==> src/rtl/xres_pad_ctrl_pkg.sv <==
// Shared types for the XRES pad controller: FSM states, reset-cause codes and a
// saturating 8-bit increment used by the optional event counters.
package xres_pad_ctrl_pkg;

  typedef enum logic [2:0] {
    PWRUP     = 3'd0,
    IDLE      = 3'd1,
    FILTER    = 3'd2,
    ASSERT    = 3'd3,
    WAIT_HIGH = 3'd4,
    HOLD      = 3'd5
  } state_t;

  localparam logic [1:0] CAUSE_POR = 2'b00;
  localparam logic [1:0] CAUSE_PIN = 2'b01;
  localparam logic [1:0] CAUSE_SW  = 2'b10;

  // Pad control word order: {enable, en_vddio_sig, filt_in, inp_sel, disable_pullup}
  localparam logic [4:0] PAD_OFF = 5'b00000;
  localparam logic [4:0] PAD_ON  = 5'b11100;

  function automatic logic [7:0] sat_inc8(input logic [7:0] v);
    return (v == 8'hFF) ? v : v + 8'd1;
  endfunction

endpackage

==> src/rtl/xres_sync.sv <==
// Multi-flop synchronizer for the asynchronous pad reset output; resets to 1 so a
// power-on reset never looks like a pin reset.
module xres_sync
  import xres_pad_ctrl_pkg::*;
#(
  parameter int SYNC_STAGES = 2
) (
  input  logic clock,
  input  logic resetb,
  input  logic d,
  output logic q
);

  logic [SYNC_STAGES-1:0] chain;

  always_ff @(posedge clock or negedge resetb) begin
    if (!resetb) begin
      chain <= '1;
    end else begin
      chain <= {chain[SYNC_STAGES-2:0], d};
    end
  end

  assign q = chain[SYNC_STAGES-1];

endmodule

==> src/rtl/xres_pad_ctrl.sv <==
// Core-side XRES pad controller: pad enable sequencing, pin debounce, reset stretching
// and SW reset arbitration. Optional event counters under XRES_PAD_CTRL_EVENT_CNT_EN.
module xres_pad_ctrl
  import xres_pad_ctrl_pkg::*;
#(
  parameter int SYNC_STAGES     = 2,
  parameter int PWRUP_CYCLES    = 8,
  parameter int DEBOUNCE_CYCLES = 16,
  parameter int HOLD_CYCLES     = 64,
  parameter int CNT_W           = 8
) (
  input  logic       clock,
  input  logic       resetb,
  input  logic       xres_h_n_in,
  input  logic       sw_reset_req,
  output logic       sw_reset_ack,
  output logic       pad_enable_h,
  output logic       pad_en_vddio_sig_h,
  output logic       pad_filt_in_h,
  output logic       pad_inp_sel_h,
  output logic       pad_disable_pullup_h,
  output logic       core_resetb,
  output logic [1:0] reset_cause,
  output logic       busy
`ifdef XRES_PAD_CTRL_EVENT_CNT_EN
  ,
  output logic [7:0] pin_event_cnt,
  output logic [7:0] glitch_cnt
`endif
);

  localparam logic [CNT_W-1:0] PWRUP_TC = CNT_W'(PWRUP_CYCLES - 1);
  localparam logic [CNT_W-1:0] DEB_TC   = CNT_W'(DEBOUNCE_CYCLES - 1);
  localparam logic [CNT_W-1:0] HOLD_TC  = CNT_W'(HOLD_CYCLES - 1);

  function automatic logic [CNT_W-1:0] sat_inc(input logic [CNT_W-1:0] v);
    return (&v) ? v : v + CNT_W'(1);
  endfunction

  state_t           state, state_d;
  logic [CNT_W-1:0] cnt, cnt_d;
  logic             pend_sw, pend_sw_d;
  logic [4:0]       pad_ctl, pad_ctl_d;
  logic             core_resetb_d;
  logic [1:0]       reset_cause_d;
  logic             ack_d;
  logic             pin_sync;
  logic             pin_low;
  logic             pin_evt;
  logic             glitch_evt;

  xres_sync #(
    .SYNC_STAGES(SYNC_STAGES)
  ) u_sync (
    .clock  (clock),
    .resetb (resetb),
    .d      (xres_h_n_in),
    .q      (pin_sync)
  );

  assign pin_low = ~pin_sync;

  always_comb begin
    state_d       = state;
    cnt_d         = cnt;
    pend_sw_d     = pend_sw;
    pad_ctl_d     = pad_ctl;
    core_resetb_d = core_resetb;
    reset_cause_d = reset_cause;
    ack_d         = 1'b0;
    pin_evt       = 1'b0;
    glitch_evt    = 1'b0;

    case (state)
      PWRUP: begin
        if (cnt == PWRUP_TC) begin
          pad_ctl_d = PAD_ON;
          state_d   = HOLD;
          cnt_d     = '0;
        end else begin
          cnt_d = sat_inc(cnt);
        end
      end

      // A SW request beats a pin sample seen in the same cycle
      IDLE: begin
        if (sw_reset_req) begin
          state_d   = ASSERT;
          pend_sw_d = 1'b1;
        end else if (pin_low) begin
          state_d = FILTER;
          cnt_d   = CNT_W'(1);
        end
      end

      FILTER: begin
        if (sw_reset_req) begin
          state_d   = ASSERT;
          pend_sw_d = 1'b1;
        end else if (!pin_low) begin
          state_d    = IDLE;
          glitch_evt = 1'b1;
        end else if (cnt == DEB_TC) begin
          state_d   = ASSERT;
          pend_sw_d = 1'b0;
        end else begin
          cnt_d = sat_inc(cnt);
        end
      end

      ASSERT: begin
        core_resetb_d = 1'b0;
        if (pend_sw) begin
          reset_cause_d = CAUSE_SW;
          ack_d         = 1'b1;
          state_d       = HOLD;
          cnt_d         = '0;
        end else begin
          reset_cause_d = CAUSE_PIN;
          pin_evt       = 1'b1;
          state_d       = WAIT_HIGH;
        end
      end

      WAIT_HIGH: begin
        if (!pin_low) begin
          state_d = HOLD;
          cnt_d   = '0;
        end
      end

      // Any pin activity while stretching re-arms the stretch from the pin release
      HOLD: begin
        if (pin_low) begin
          state_d       = WAIT_HIGH;
          cnt_d         = '0;
          reset_cause_d = CAUSE_PIN;
        end else if (cnt == HOLD_TC) begin
          state_d       = IDLE;
          core_resetb_d = 1'b1;
        end else begin
          cnt_d = sat_inc(cnt);
        end
      end

      default: begin
        state_d = PWRUP;
        cnt_d   = '0;
      end
    endcase
  end

  always_ff @(posedge clock or negedge resetb) begin
    if (!resetb) begin
      state        <= PWRUP;
      cnt          <= '0;
      pend_sw      <= 1'b0;
      pad_ctl      <= PAD_OFF;
      core_resetb  <= 1'b0;
      reset_cause  <= CAUSE_POR;
      sw_reset_ack <= 1'b0;
      busy         <= 1'b1;
    end else begin
      state        <= state_d;
      cnt          <= cnt_d;
      pend_sw      <= pend_sw_d;
      pad_ctl      <= pad_ctl_d;
      core_resetb  <= core_resetb_d;
      reset_cause  <= reset_cause_d;
      sw_reset_ack <= ack_d;
      busy         <= (state_d != IDLE);
    end
  end

  assign pad_enable_h         = pad_ctl[4];
  assign pad_en_vddio_sig_h   = pad_ctl[3];
  assign pad_filt_in_h        = pad_ctl[2];
  assign pad_inp_sel_h        = pad_ctl[1];
  assign pad_disable_pullup_h = pad_ctl[0];

`ifdef XRES_PAD_CTRL_EVENT_CNT_EN
  always_ff @(posedge clock or negedge resetb) begin
    if (!resetb) begin
      pin_event_cnt <= '0;
      glitch_cnt    <= '0;
    end else begin
      if (pin_evt) begin
        pin_event_cnt <= sat_inc8(pin_event_cnt);
      end
      if (glitch_evt) begin
        glitch_cnt <= sat_inc8(glitch_cnt);
      end
    end
  end
`else
  logic unused_evt;
  assign unused_evt = pin_evt ^ glitch_evt;
`endif

endmodule

==> config.mk <==
export PLATFORM = sky130hd
export DESIGN_NAME = xres_pad_ctrl
export DESIGN_NICKNAME = d
export VERILOG_FILES = /design/src/rtl/xres_pad_ctrl_pkg.sv /design/src/rtl/xres_sync.sv /design/src/rtl/xres_pad_ctrl.sv
export SDC_FILE = /design/constraint.sdc
export NUM_CORES = 1
export LEC_CHECK = 0
export ABC_AREA = 1
export CAP_MARGIN = 40
export CORE_MARGIN = 1.5
export CORE_UTILIZATION = 50
export DETAILED_ROUTE_END_ITERATION = 7
export PLACE_DENSITY = 0.73
export REMOVE_ABC_BUFFERS = 1
export SLEW_MARGIN = 0
export SYNTH_ARGS = -nofsm -noshare
export SYNTH_HDL_FRONTEND = slang
export SYNTH_SLANG_ARGS = --single-unit
==> constraint.sdc <==
create_clock -name clock -period 1.5 [get_ports clock]
set_input_delay 0.3 -clock clock [delete_from_list [all_inputs] [get_ports clock]]
set_output_delay 0.3 -clock clock [all_outputs]
set_load 0.02 [all_outputs]
==> key figures, run 1 <==
Status
  • Status: completed

Cells and area
  • Antenna cells: 0
  • Area Growth Syn to Fin: 24.83%
  • Final std cells w/o fill: 242
  • Fill count: 219
  • Share of layout cells above drive strength 1: 28.77%
  • Fin util: 65.85%
  • Commonest non-fill, non-tap cell in the layout: nand2_1
  • Final Instance Area: 0.001617 mm2
  • NumNets Final: 218
  • Most frequent cells in the layout: nand2_1, nand3_1, inv_1, buf_4, dfrtp_1

Logic synthesis
  • Sequential area share after synthesis: 38.94%
  • Compound-cell area share of the yosys netlist: 5.990%
  • Post-Syn Instances: 183
  • Main synth FF type: dfrtp_1
  • Mapped Area: 0.001295 mm2
  • Synth warn: 0
  • Yosys top cell by area: dfrtp_1
  • Distinct cells, synth: 26
  • Post-synthesis xor/xnor area fraction: 0.6763%
  • Main combinational cell family by area after synthesis: simple AND/OR/NAND/NOR gates
  • Post-Synth Adder-Cell Area: 0.9662%
  • Synth Area in Simple Gates: 42.22%
  • Synth Register Bits: 20
  • Synth area leaders: dfrtp_1, nand2_1, nand3_1
  • Synth top area share: 32.85%
  • Ys async rst share: 100.0%
  • Post-synthesis mux area share: 0.8696%
  • Post-synth EDFFs: 0
  • Avg Synthesized Cell Area: 7.076 um2

Floorplan
  • I/O Pins: 14
  • Die area: 0.002904 mm2
  • Core Region: 0.002455 mm2
  • Row cnt: 18
  • Initial core utilization: 52.75%
  • Die Ht: 53.89 um
  • Die X: 53.89 um

Global routing
  • GRT overflow: 0
  • Initial antenna violation count: 0
  • First-pass GRT wire length: 5.050 mm
  • GRT Util Overall: 24.34%
  • Pin count of the biggest net entering global routing: 21
  • Vias in the first global route: 1,173

Clock tree
  • CTS tree: built
  • Register clock-pin slew on the reported worst setup and hold paths: 0.12 ns
  • CTS Buf Count: 3
  • Clk buf depth: 2
  • Worst skew pair latency: 0.30 ns
  • CTS Sinks: 20
  • H-Tree Depth: 1
  • CTS Root Cell: clkbuf_4

Critical path
  • Crit-path max FO: 4
  • Critical path class: reg2reg
  • Startpoint Class: flip-flop
  • Critical Path RT: 1.73 ns
  • Critical Path Sink Type: flip-flop
  • Critical-path cell list: ha_2 > nand2_4 > nor2_4 > buf_4 > nand3_1 > nand2_1 > nand2_1 > nand4_1 > nand3_1
  • CP max stage cell: dfrtp_1
  • Max incr delay on CP: 0.37 ns
  • Worst EP arrival: 1.72 ns

Route
  • Iteration-0 DRC Markers: 30
  • Post-DRT Antenna Nets: 0
  • Vias: 1,278
  • DRC viols: 0
  • Pre-antenna DRT Iters: 4
  • Final Routed Wirelength: 3.009 mm
  • Vias/cell: 5.281
  • Routed len/inst: 12.43 um

Placed design
  • Final GP Congestion: 0.8909
  • Dpl hpwl: 2.258 mm
  • Placed Area: 0.001518 mm2
  • I/O Buffers: 11
  • Worst slack at placement: -0.1098 ns
  • Placed insts: 234

Power
  • Max IR drop VDD: 1.204 mV
  • Leak: 0.8762 nW
  • Final Total Pwr: 2.473 mW
  • Pwr/cell area: 1530 mW/mm2

Timing
  • Hold Fails Final Rpt: 0
  • Final min period: 1.490 ns
  • Final hold slack: 0.3191 ns
  • Final setup margin: 0.01026 ns
  • Maximum clock rate: 671.3 MHz
  • Final worst path period share: 99.32%
  • Max-slew violation count: 0
  • RSZ-0062 raised after global routing: true
  • Post-route setup TNS: 0 ns
  • Clock Skews: 0.007244 ns
  • Final setup viols: 0

Job
  • Max-Cap Viols: 0

Hold path
  • Hold Path Class: in2async
repair_timing:
| item | in CTS | in global routing |
|---|---|---|
| setup endpoints to repair | 18 | 13 |
| hold buffers | 0 | 0 |
| gates cloned | 1 | 0 |
| resized for setup | 14 | 14 |
| pin swaps | 4 | 4 |
| setup buffers | 1 | 2 |
synth_stat cells, types with 2 or more instances:
cell	count
nand2_2	3
dfrtp_1	17
nand4_1	6
buf_4	4
inv_2	6
nand3b_1	2
nand3_1	20
nor3_1	3
nor2_4	3
a21oi_1	7
nor2_1	15
o21ai_0	2
inv_1	18
nand3_2	4
o21ai_2	2
o21bai_1	2
dfstp_2	3
nand2_1	58
state kept, by name, indices dropped and copies added, names as in the netlist:
signal,cells
cnt,8
state,3
reset_cause,2
u_sync.chain,2
busy,1
core_resetb,1
pad_ctl,1
pend_sw,1
sw_reset_ack,1
final timing paths:
path                                  from               to  slack (ns)  depth (start not counted)
min in group clock         u_sync.chain[0]  u_sync.chain[1]        0.37                          0
hold / removal                      resetb           cnt[3]        0.32                          2
hold reg to reg            u_sync.chain[0]  u_sync.chain[1]        0.37                          0
max in group asynchronous           resetb  u_sync.chain[0]        0.91                          2
setup reg to reg                    cnt[0]             busy        0.01                          9
setup / recovery                    cnt[0]             busy        0.01                          9
final cells by class:
cell class / count / area (um2) / area share [%]
multi-input cells: 135 / 715.7 / 44.27
flip-flops and latches: 20 / 509.2 / 31.50
repair buffers: 28 / 229.0 / 14.16
inverters: 25 / 98.84 / 6.115
well taps: 30 / 37.54 / 2.322
clock buffers: 4 / 26.28 / 1.625
kinds of logic after synthesis:
family	after synthesis
AOI/OAI and AO/OA	13
other	1
and+or+nand+nor	116
muxes	1
DFF	20
xor gates and xnor gates	1
adders and majority gates	1
buffers and inverters	30
metal layers:
metal  share of wire, %  routed length, um  vias up  track usage [%]
li1                   -                  -      641                -
met1                 47               1413      602            30.82
met2                 49               1462       29            41.46
met3                2.9                 88        6            3.333
met4                1.5                 44        0            9.829
met5                  0                  0        -                0
where the power goes:
| group | internal, mW | total, mW | switching (mW) |
|---|---|---|---|
| clock | 0.104 | 0.269 | 0.165 |
| sequential | 0.691 | 0.802 | 0.111 |
| combinational | 0.541 | 1.40 | 0.861 |
| total | 1.34 | 2.47 | 1.14 |
critical path: cells and delay by family (launching register included):
kind	cells	cell delay [ns]
simple gates	7	0.69
flops	1	0.37
fa+ha+maj	1	0.21
buf+inv	1	0.15
Power figures use the tool's default switching activity.
==> inputs of run 2 (changes only) <==
--- a/config.mk
+++ b/config.mk
@@ -10,7 +10,7 @@
 export CORE_MARGIN = 1.5
 export CORE_UTILIZATION = 50
 export DETAILED_ROUTE_END_ITERATION = 7
-export PLACE_DENSITY = 0.73
+export PLACE_DENSITY_LB_ADDON = 0.08
 export REMOVE_ABC_BUFFERS = 1
 export SLEW_MARGIN = 0
 export SYNTH_ARGS = -nofsm -noshare
==> key figures, run 2 (same netlist as run 1, synthesis figures left out) <==
Status
  • Status: completed

Floorplan
  • Initial core utilization: 52.75% (unchanged)
  • Die area: 0.002904 mm2 (unchanged)
  • Core Region: 0.002455 mm2 (unchanged)
  • Row cnt: 18 (unchanged)
  • Die X: 53.89 um (unchanged)
  • Die Ht: 53.89 um (unchanged)
  • I/O Pins: 14 (unchanged)

Global routing
  • Vias in the first global route: 1,123 (-4.3%)
  • GRT overflow: 0 (unchanged)
  • M1 GR Usage: 30.30% (-0.53 points)
  • Met3 Usage GRT: 3.889% (+0.56 points)
  • Pin count of the biggest net entering global routing: 21 (unchanged)
  • First-pass GRT wire length: 4.878 mm (-3.4%)
  • GRT Util Overall: 23.34% (-1.0 points)
  • GRT Max-Usage Layer: met2
  • Met2 Use GR: 39.02% (-2.4 points)
  • Initial antenna violation count: 0 (unchanged)

Route
  • DRC viols: 0 (unchanged)
  • Post-DRT Antenna Nets: 0 (unchanged)
  • Pre-antenna DRT Iters: 4 (unchanged)
  • Iteration-0 DRC Markers: 23 (-23%)
  • Vias: 1,293 (+1.2%)
  • Routed len/inst: 12.22 um (-1.7%)
  • Final Routed Wirelength: 3.031 mm (+0.73%)
  • Vias/cell: 5.214 (-1.3%)

Placed design
  • Worst slack at placement: -0.05205 ns (+0.05774 ns)
  • Final GP Congestion: 0.8897 (-0.13%)
  • Placed insts: 239 (+2.1%)
  • I/O Buffers: 11 (unchanged)
  • Dpl hpwl: 2.266 mm (+0.35%)

Timing
  • Clock Skews: 0.001144 ns (-0.006100 ns)
  • Final setup margin: 0.02473 ns (+0.01447 ns)
  • Final worst path period share: 98.35% (-0.96 points)
  • RSZ-0062 raised after global routing: true
  • Hold Fails Final Rpt: 0 (unchanged)
  • Final min period: 1.475 ns (-0.01447 ns)
  • Max-slew violation count: 0 (unchanged)
  • Final setup viols: 0 (unchanged)
  • Maximum clock rate: 677.8 MHz (+0.98%)

Clock tree
  • CTS Root Cell: clkbuf_4
  • CTS tree: built
  • Clk buf depth: 2 (unchanged)
  • CTS Hold Bufs: 0 (unchanged)
  • Worst skew pair latency: 0.30 ns (about the same)
  • CTS Buf Count: 3 (unchanged)
  • Register clock-pin slew on the reported worst setup and hold paths: 0.11 ns (about the same)
  • CTS Sinks: 20 (unchanged)
  • H-Tree Depth: 1 (unchanged)

Power
  • Sw frac: 44.49% (-1.5 points)
  • Pint: 1.461 mW (+9.4%)
  • Comb pwr share: 57.9% (+1.2 points)
  • Switch Pwr: 1.171 mW (+3.0%)
  • Max IR drop VDD: 1.214 mV (+0.84%)
  • Leak: 0.9235 nW (+5.4%)
  • Clock power frac: 11.7% (+0.8 points)
  • Seq pwr share: 30.4% (-2.0 points)
  • Pwr/cell area: 1548 mW/mm2 (+1.2%)

Critical path
  • Worst R2R End: cnt[3]
  • Worst EP arrival: 1.73 ns (about the same)
  • Critical-path cell list: ha_2 > nand2_4 > nor2_4 > nand2_2 > o21ai_2 > nand3_1 > nand3_1 > nand2_1 > nand2_1
  • Crit path buffers/inverters: 0 (-1)
  • Critical Path Sink Type: flip-flop
  • Delay-heaviest family, CP: simple AND/OR/NAND/NOR gates
  • R2R cell count: 9 (unchanged)
  • Max incr delay on CP: 0.37 ns (about the same)
  • Startpoint Class: flip-flop
  • Setup slack, reg-to-reg: 0.02 ns (about the same)
  • Crit-path max FO: 6 (+2)
  • Critical path class: reg2reg
  • Critical Path RT: 1.75 ns (+0.02 ns)
  • CP max stage cell: dfrtp_1
  • Reg2reg start: cnt[0]

Cells and area
  • Commonest non-fill, non-tap cell in the layout: nand2_1
  • Max reg flops: 8 (unchanged)
  • Largest Register: cnt
  • Share of layout cells above drive strength 1: 32.57% (+3.8 points)
  • Fin util: 69.27% (+3.4 points)
  • Top Registers: cnt: 8 flops, state: 3 flops
  • Antenna cells: 0 (unchanged)
  • Most frequent cells in the layout: nand2_1, buf_4, inv_1, nand3_1, dfrtp_1
  • Area Growth Syn to Fin: 31.30%
  • NumNets Final: 224 (+2.8%)
  • Fill count: 203 (-7.3%)
  • Final std cells w/o fill: 248 (+2.5%)

Hold path
  • Hold Path Class: in2async

Job
  • Max-Cap Viols: 0 (unchanged)
[run 2: changes by cell type in the layout (fill, tap and decap cells not counted), moves of 2 or more]
cell and delta:
nand3_1 -2, buf_4 +5, nor2_2 -3, buf_6 +2, nand2_2 +4, nor2_1 +2, nand2_1 -4
[run 2: power by group through the flow]
stage | Combinational, mW | Clock, mW | Sequential, mW
after global placement | 1.39 | 0 | 0.788
after floorplan | 0.764 | 0 | 0.901
final | 1.52 | 0.309 | 0.799
after CTS | 1.41 | 0.321 | 0.783
after global routing | 1.68 | 0.345 | 0.819
after detailed placement | 1.41 | 0 | 0.798
[run 2: worst max path at each step]
stage                       from  cells past startpoint  endpoint  slack [ns]
after floorplan           cnt[0]                     11    cnt[7]       -0.03
after global placement    cnt[0]                      8      busy       -0.04
after detailed placement  cnt[0]                      8      busy       -0.05
after CTS                 cnt[0]                      8      busy     -0.0004
after global routing      cnt[0]                     11    cnt[2]       -0.07
final                     cnt[0]                      9    cnt[3]        0.02
[run 2: area by class of cell]
cell class              instances  area [um2]  area share [%]
multi-input cells             134       730.7           42.97
flip-flops and latches         20       508.0           29.87
repair buffers                 35       289.0           17.00
inverters                      25       98.84           5.813
well taps                      30       37.54           2.208
clock buffers                   4       36.28           2.134
[run 2: metrics by stage]
step	TNS [ns]	power, mW	instance area (um2)	hold slack (ns)
floorplan	-0.2184	1.665	1265	0.004409
global placement	-0.04733	2.180	1555	0.3461
detailed placement	-0.2685	2.210	1555	0.3470
CTS	-0.0003787	2.509	1600	0.3204
global route	-0.5321	2.840	1700	0.3601
finish	0	2.632	1700	0.3182
[run 2: metal layers]
layer,wire [um],vias to the layer above
met1,1311,606
li1,-,647
met3,110,7
met4,57,0
met5,0,-
met2,1550,33
[run 2: what timing repair did]
item / in CTS / in global routing
setup endpoints to repair: 18 / 12
pin swaps: 2 / 8
gates resized for setup: 12 / 22
endpoints found under the hold margin: 0 / 0
setup buffers: 0 / 5
==> inputs of run 3 (changes only) <==
--- a/config.mk
+++ b/config.mk
@@ -8,8 +8,9 @@
 export ABC_AREA = 1
 export CAP_MARGIN = 40
 export CORE_MARGIN = 1.5
-export CORE_UTILIZATION = 50
+export CORE_UTILIZATION = 56
 export DETAILED_ROUTE_END_ITERATION = 7
+export DONT_BUFFER_PORTS = 1
 export PLACE_DENSITY_LB_ADDON = 0.08
 export REMOVE_ABC_BUFFERS = 1
 export SLEW_MARGIN = 0
==> key figures, run 3 (same netlist as run 1, synthesis figures left out) <==
Status
  • Status: completed

Cells and area
  • Final Instance Area: 0.001613 mm2 (-5.2%)
  • Most frequent cells in the layout: nand2_1, inv_1, buf_4
  • Fin util: 73.62% (+4.3 points)
  • Top Registers: cnt: 8 flops, state: 3 flops
  • Largest Register: cnt
  • NumNets Final: 211 (-5.8%)
  • Share of layout cells above drive strength 1: 31.71% (-0.86 points)
  • Commonest non-fill, non-tap cell in the layout: nand2_1
  • Area Growth Syn to Fin: 24.54%
  • Fill count: 170 (-16%)
  • Final std cells w/o fill: 233 (-6.0%)
  • Antenna cells: 0 (unchanged)
  • Max reg flops: 8 (unchanged)

Placed design
  • I/O Buffers: 0 (-11)
  • Placed insts: 223 (-6.7%)
  • Dpl hpwl: 2.233 mm (-1.4%)
  • Final GP Congestion: 0.8659 (-2.7%)
  • Placed Area: 0.001420 mm2 (-8.7%)

Power
  • Leak: 0.8684 nW (-6.0%)
  • Pwr/cell area: 1680 mW/mm2 (+8.5%)
  • Max IR drop VDD: 1.219 mV (+0.40%)

Timing
  • Max-slew violation count: 0 (unchanged)
  • Final min period: 1.471 ns (-0.003871 ns)
  • Final worst path period share: 98.09% (-0.26 points)
  • Clock Skews: 0.009372 ns (+0.008228 ns)
  • Hold Fails Final Rpt: 0 (unchanged)
  • Worst-Margin Slew: 0.5548 ns
  • Maximum clock rate: 679.6 MHz (+0.26%)
  • RSZ-0062 raised after global routing: true
  • Final hold slack: 0.2023 ns (-0.1159 ns)
  • Final setup viols: 0 (unchanged)
  • Slew HR: 63.02%

Clock tree
  • H-Tree Depth: 1 (unchanged)
  • Worst skew pair latency: 0.30 ns (about the same)
  • CTS Root Cell: clkbuf_4
  • CTS Sinks: 20 (unchanged)
  • CTS Buf Count: 3 (unchanged)
  • CTS tree: built
  • Register clock-pin slew on the reported worst setup and hold paths: 0.11 ns (about the same)
  • Clk buf depth: 2 (unchanged)

Global routing
  • First-pass GRT wire length: 5.030 mm (+3.1%)
  • Vias in the first global route: 1,229 (+9.4%)
  • Pin count of the biggest net entering global routing: 21 (unchanged)
  • GRT overflow: 0 (unchanged)
  • Initial antenna violation count: 0 (unchanged)
  • GRT Util Overall: 25.93% (+2.6 points)

Route
  • DRC viols: 0 (unchanged)
  • Iteration-0 DRC Markers: 23 (unchanged)
  • Vias/cell: 5.296 (+1.6%)
  • Pre-antenna DRT Iters: 4 (unchanged)
  • Post-DRT Antenna Nets: 0 (unchanged)
  • Routed len/inst: 12.52 um (+2.4%)
  • Vias: 1,234 (-4.6%)
  • Final Routed Wirelength: 2.916 mm (-3.8%)

Floorplan
  • Initial core utilization: 59.11% (+6.4 points)
  • Die Ht: 51.09 um (-5.2%)
  • I/O Pins: 14 (unchanged)
  • Row cnt: 17 (-1)
  • Die area: 0.002610 mm2 (-10%)
  • Core Region: 0.002191 mm2 (-11%)
  • Die X: 51.09 um (-5.2%)

Hold path
  • Hold Path Class: in2reg
  • Hold_sp: sw_reset_req
  • WHS Endpoint: pend_sw
  • Hold depth: 3

Critical path
  • Critical Path Sink Type: flip-flop
  • Max incr delay on CP: 0.41 ns (+0.04 ns)
  • Setup slack, reg-to-reg: 0.03 ns (about the same)
  • Critical Path RT: 1.71 ns (-0.04 ns)
  • Critical-path cell list: ha_4 > nand2_4 > nor2_4 > nand3b_1 > nand4_1 > nand3_2 > nand2_4 > nand2_1
  • Worst EP arrival: 1.68 ns (-0.05 ns)
  • Crit-path max FO: 6 (unchanged)
  • Worst R2R End: cnt[1]
  • Cell mode on critical path: nand2_4
  • CP max stage cell: dfrtp_1
  • Critical path class: reg2reg
  • R2R cell count: 8 (-1)
  • Reg2reg start: cnt[1]
  • Startpoint Class: flip-flop

Job
  • Max-Cap Viols: 0 (unchanged)
run 3: how the worst max path moves through the flow:
stage                  end  slack (ns)   start  cells after the start
floorplan           cnt[7]       -0.03  cnt[0]                     11
global placement    cnt[2]        0.02  cnt[1]                      9
detailed placement  cnt[1]       -0.04  cnt[0]                     11
CTS                 cnt[7]       0.009  cnt[0]                     11
global route        cnt[1]       -0.07  cnt[1]                      8
finish              cnt[1]        0.03  cnt[1]                      8
run 3: final cells by class:
class,instances,area [um2],area share (%)
clock buffer,3,22.52,1.396
clock inverter,1,30.03,1.862
inverter,25,96.34,5.974
multi-input combinational,134,738.2,45.77
sequential,20,505.5,31.34
tap,28,35.03,2.172
timing repair buffer,22,185.2,11.48
run 3: per-layer routing:
metal	vias to the layer above	share of wire, %	track usage (%)
met2	20	51	46.32
met1	586	44	31.24
met3	9	2.3	4.094
met5	-	0	0
met4	0	2.4	9.459
li1	619	-	-
run 3: critical path: cells and delay by family (launching register included):
kind	cells	cell delay, ns
DFF	1	0.41
adders and majority gates	1	0.16
and+or+nand+nor	7	0.81
run 3: timing repair:
action                                  CTS  global route
gates resized for setup                   3            21
endpoints found under the setup margin   10            11
hold buffers                              2             0
buffers inserted                          0             3
hold endpoints to repair                 21             0
pin swaps                                 2            13
run 3: per-stage QoR:
stage | TNS (ns) | total power, mW | setup slack (ns)
after floorplan | -0.2184 | 1.665 | -0.03013
after global placement | 0 | 2.026 | 0.01521
after detailed placement | -0.1790 | 2.054 | -0.03621
after CTS | 0 | 2.523 | 0.009058
after global routing | -0.6971 | 2.926 | -0.07242
final | 0 | 2.709 | 0.02860
run 3: power by group:
part,leakage [nW],internal [mW],total (mW),switching (mW)
clock network,0.0279,0.270,0.430,0.160
logic,0.584,0.559,1.36,0.805
registers,0.256,0.689,0.914,0.226
total,0.868,1.52,2.71,1.19
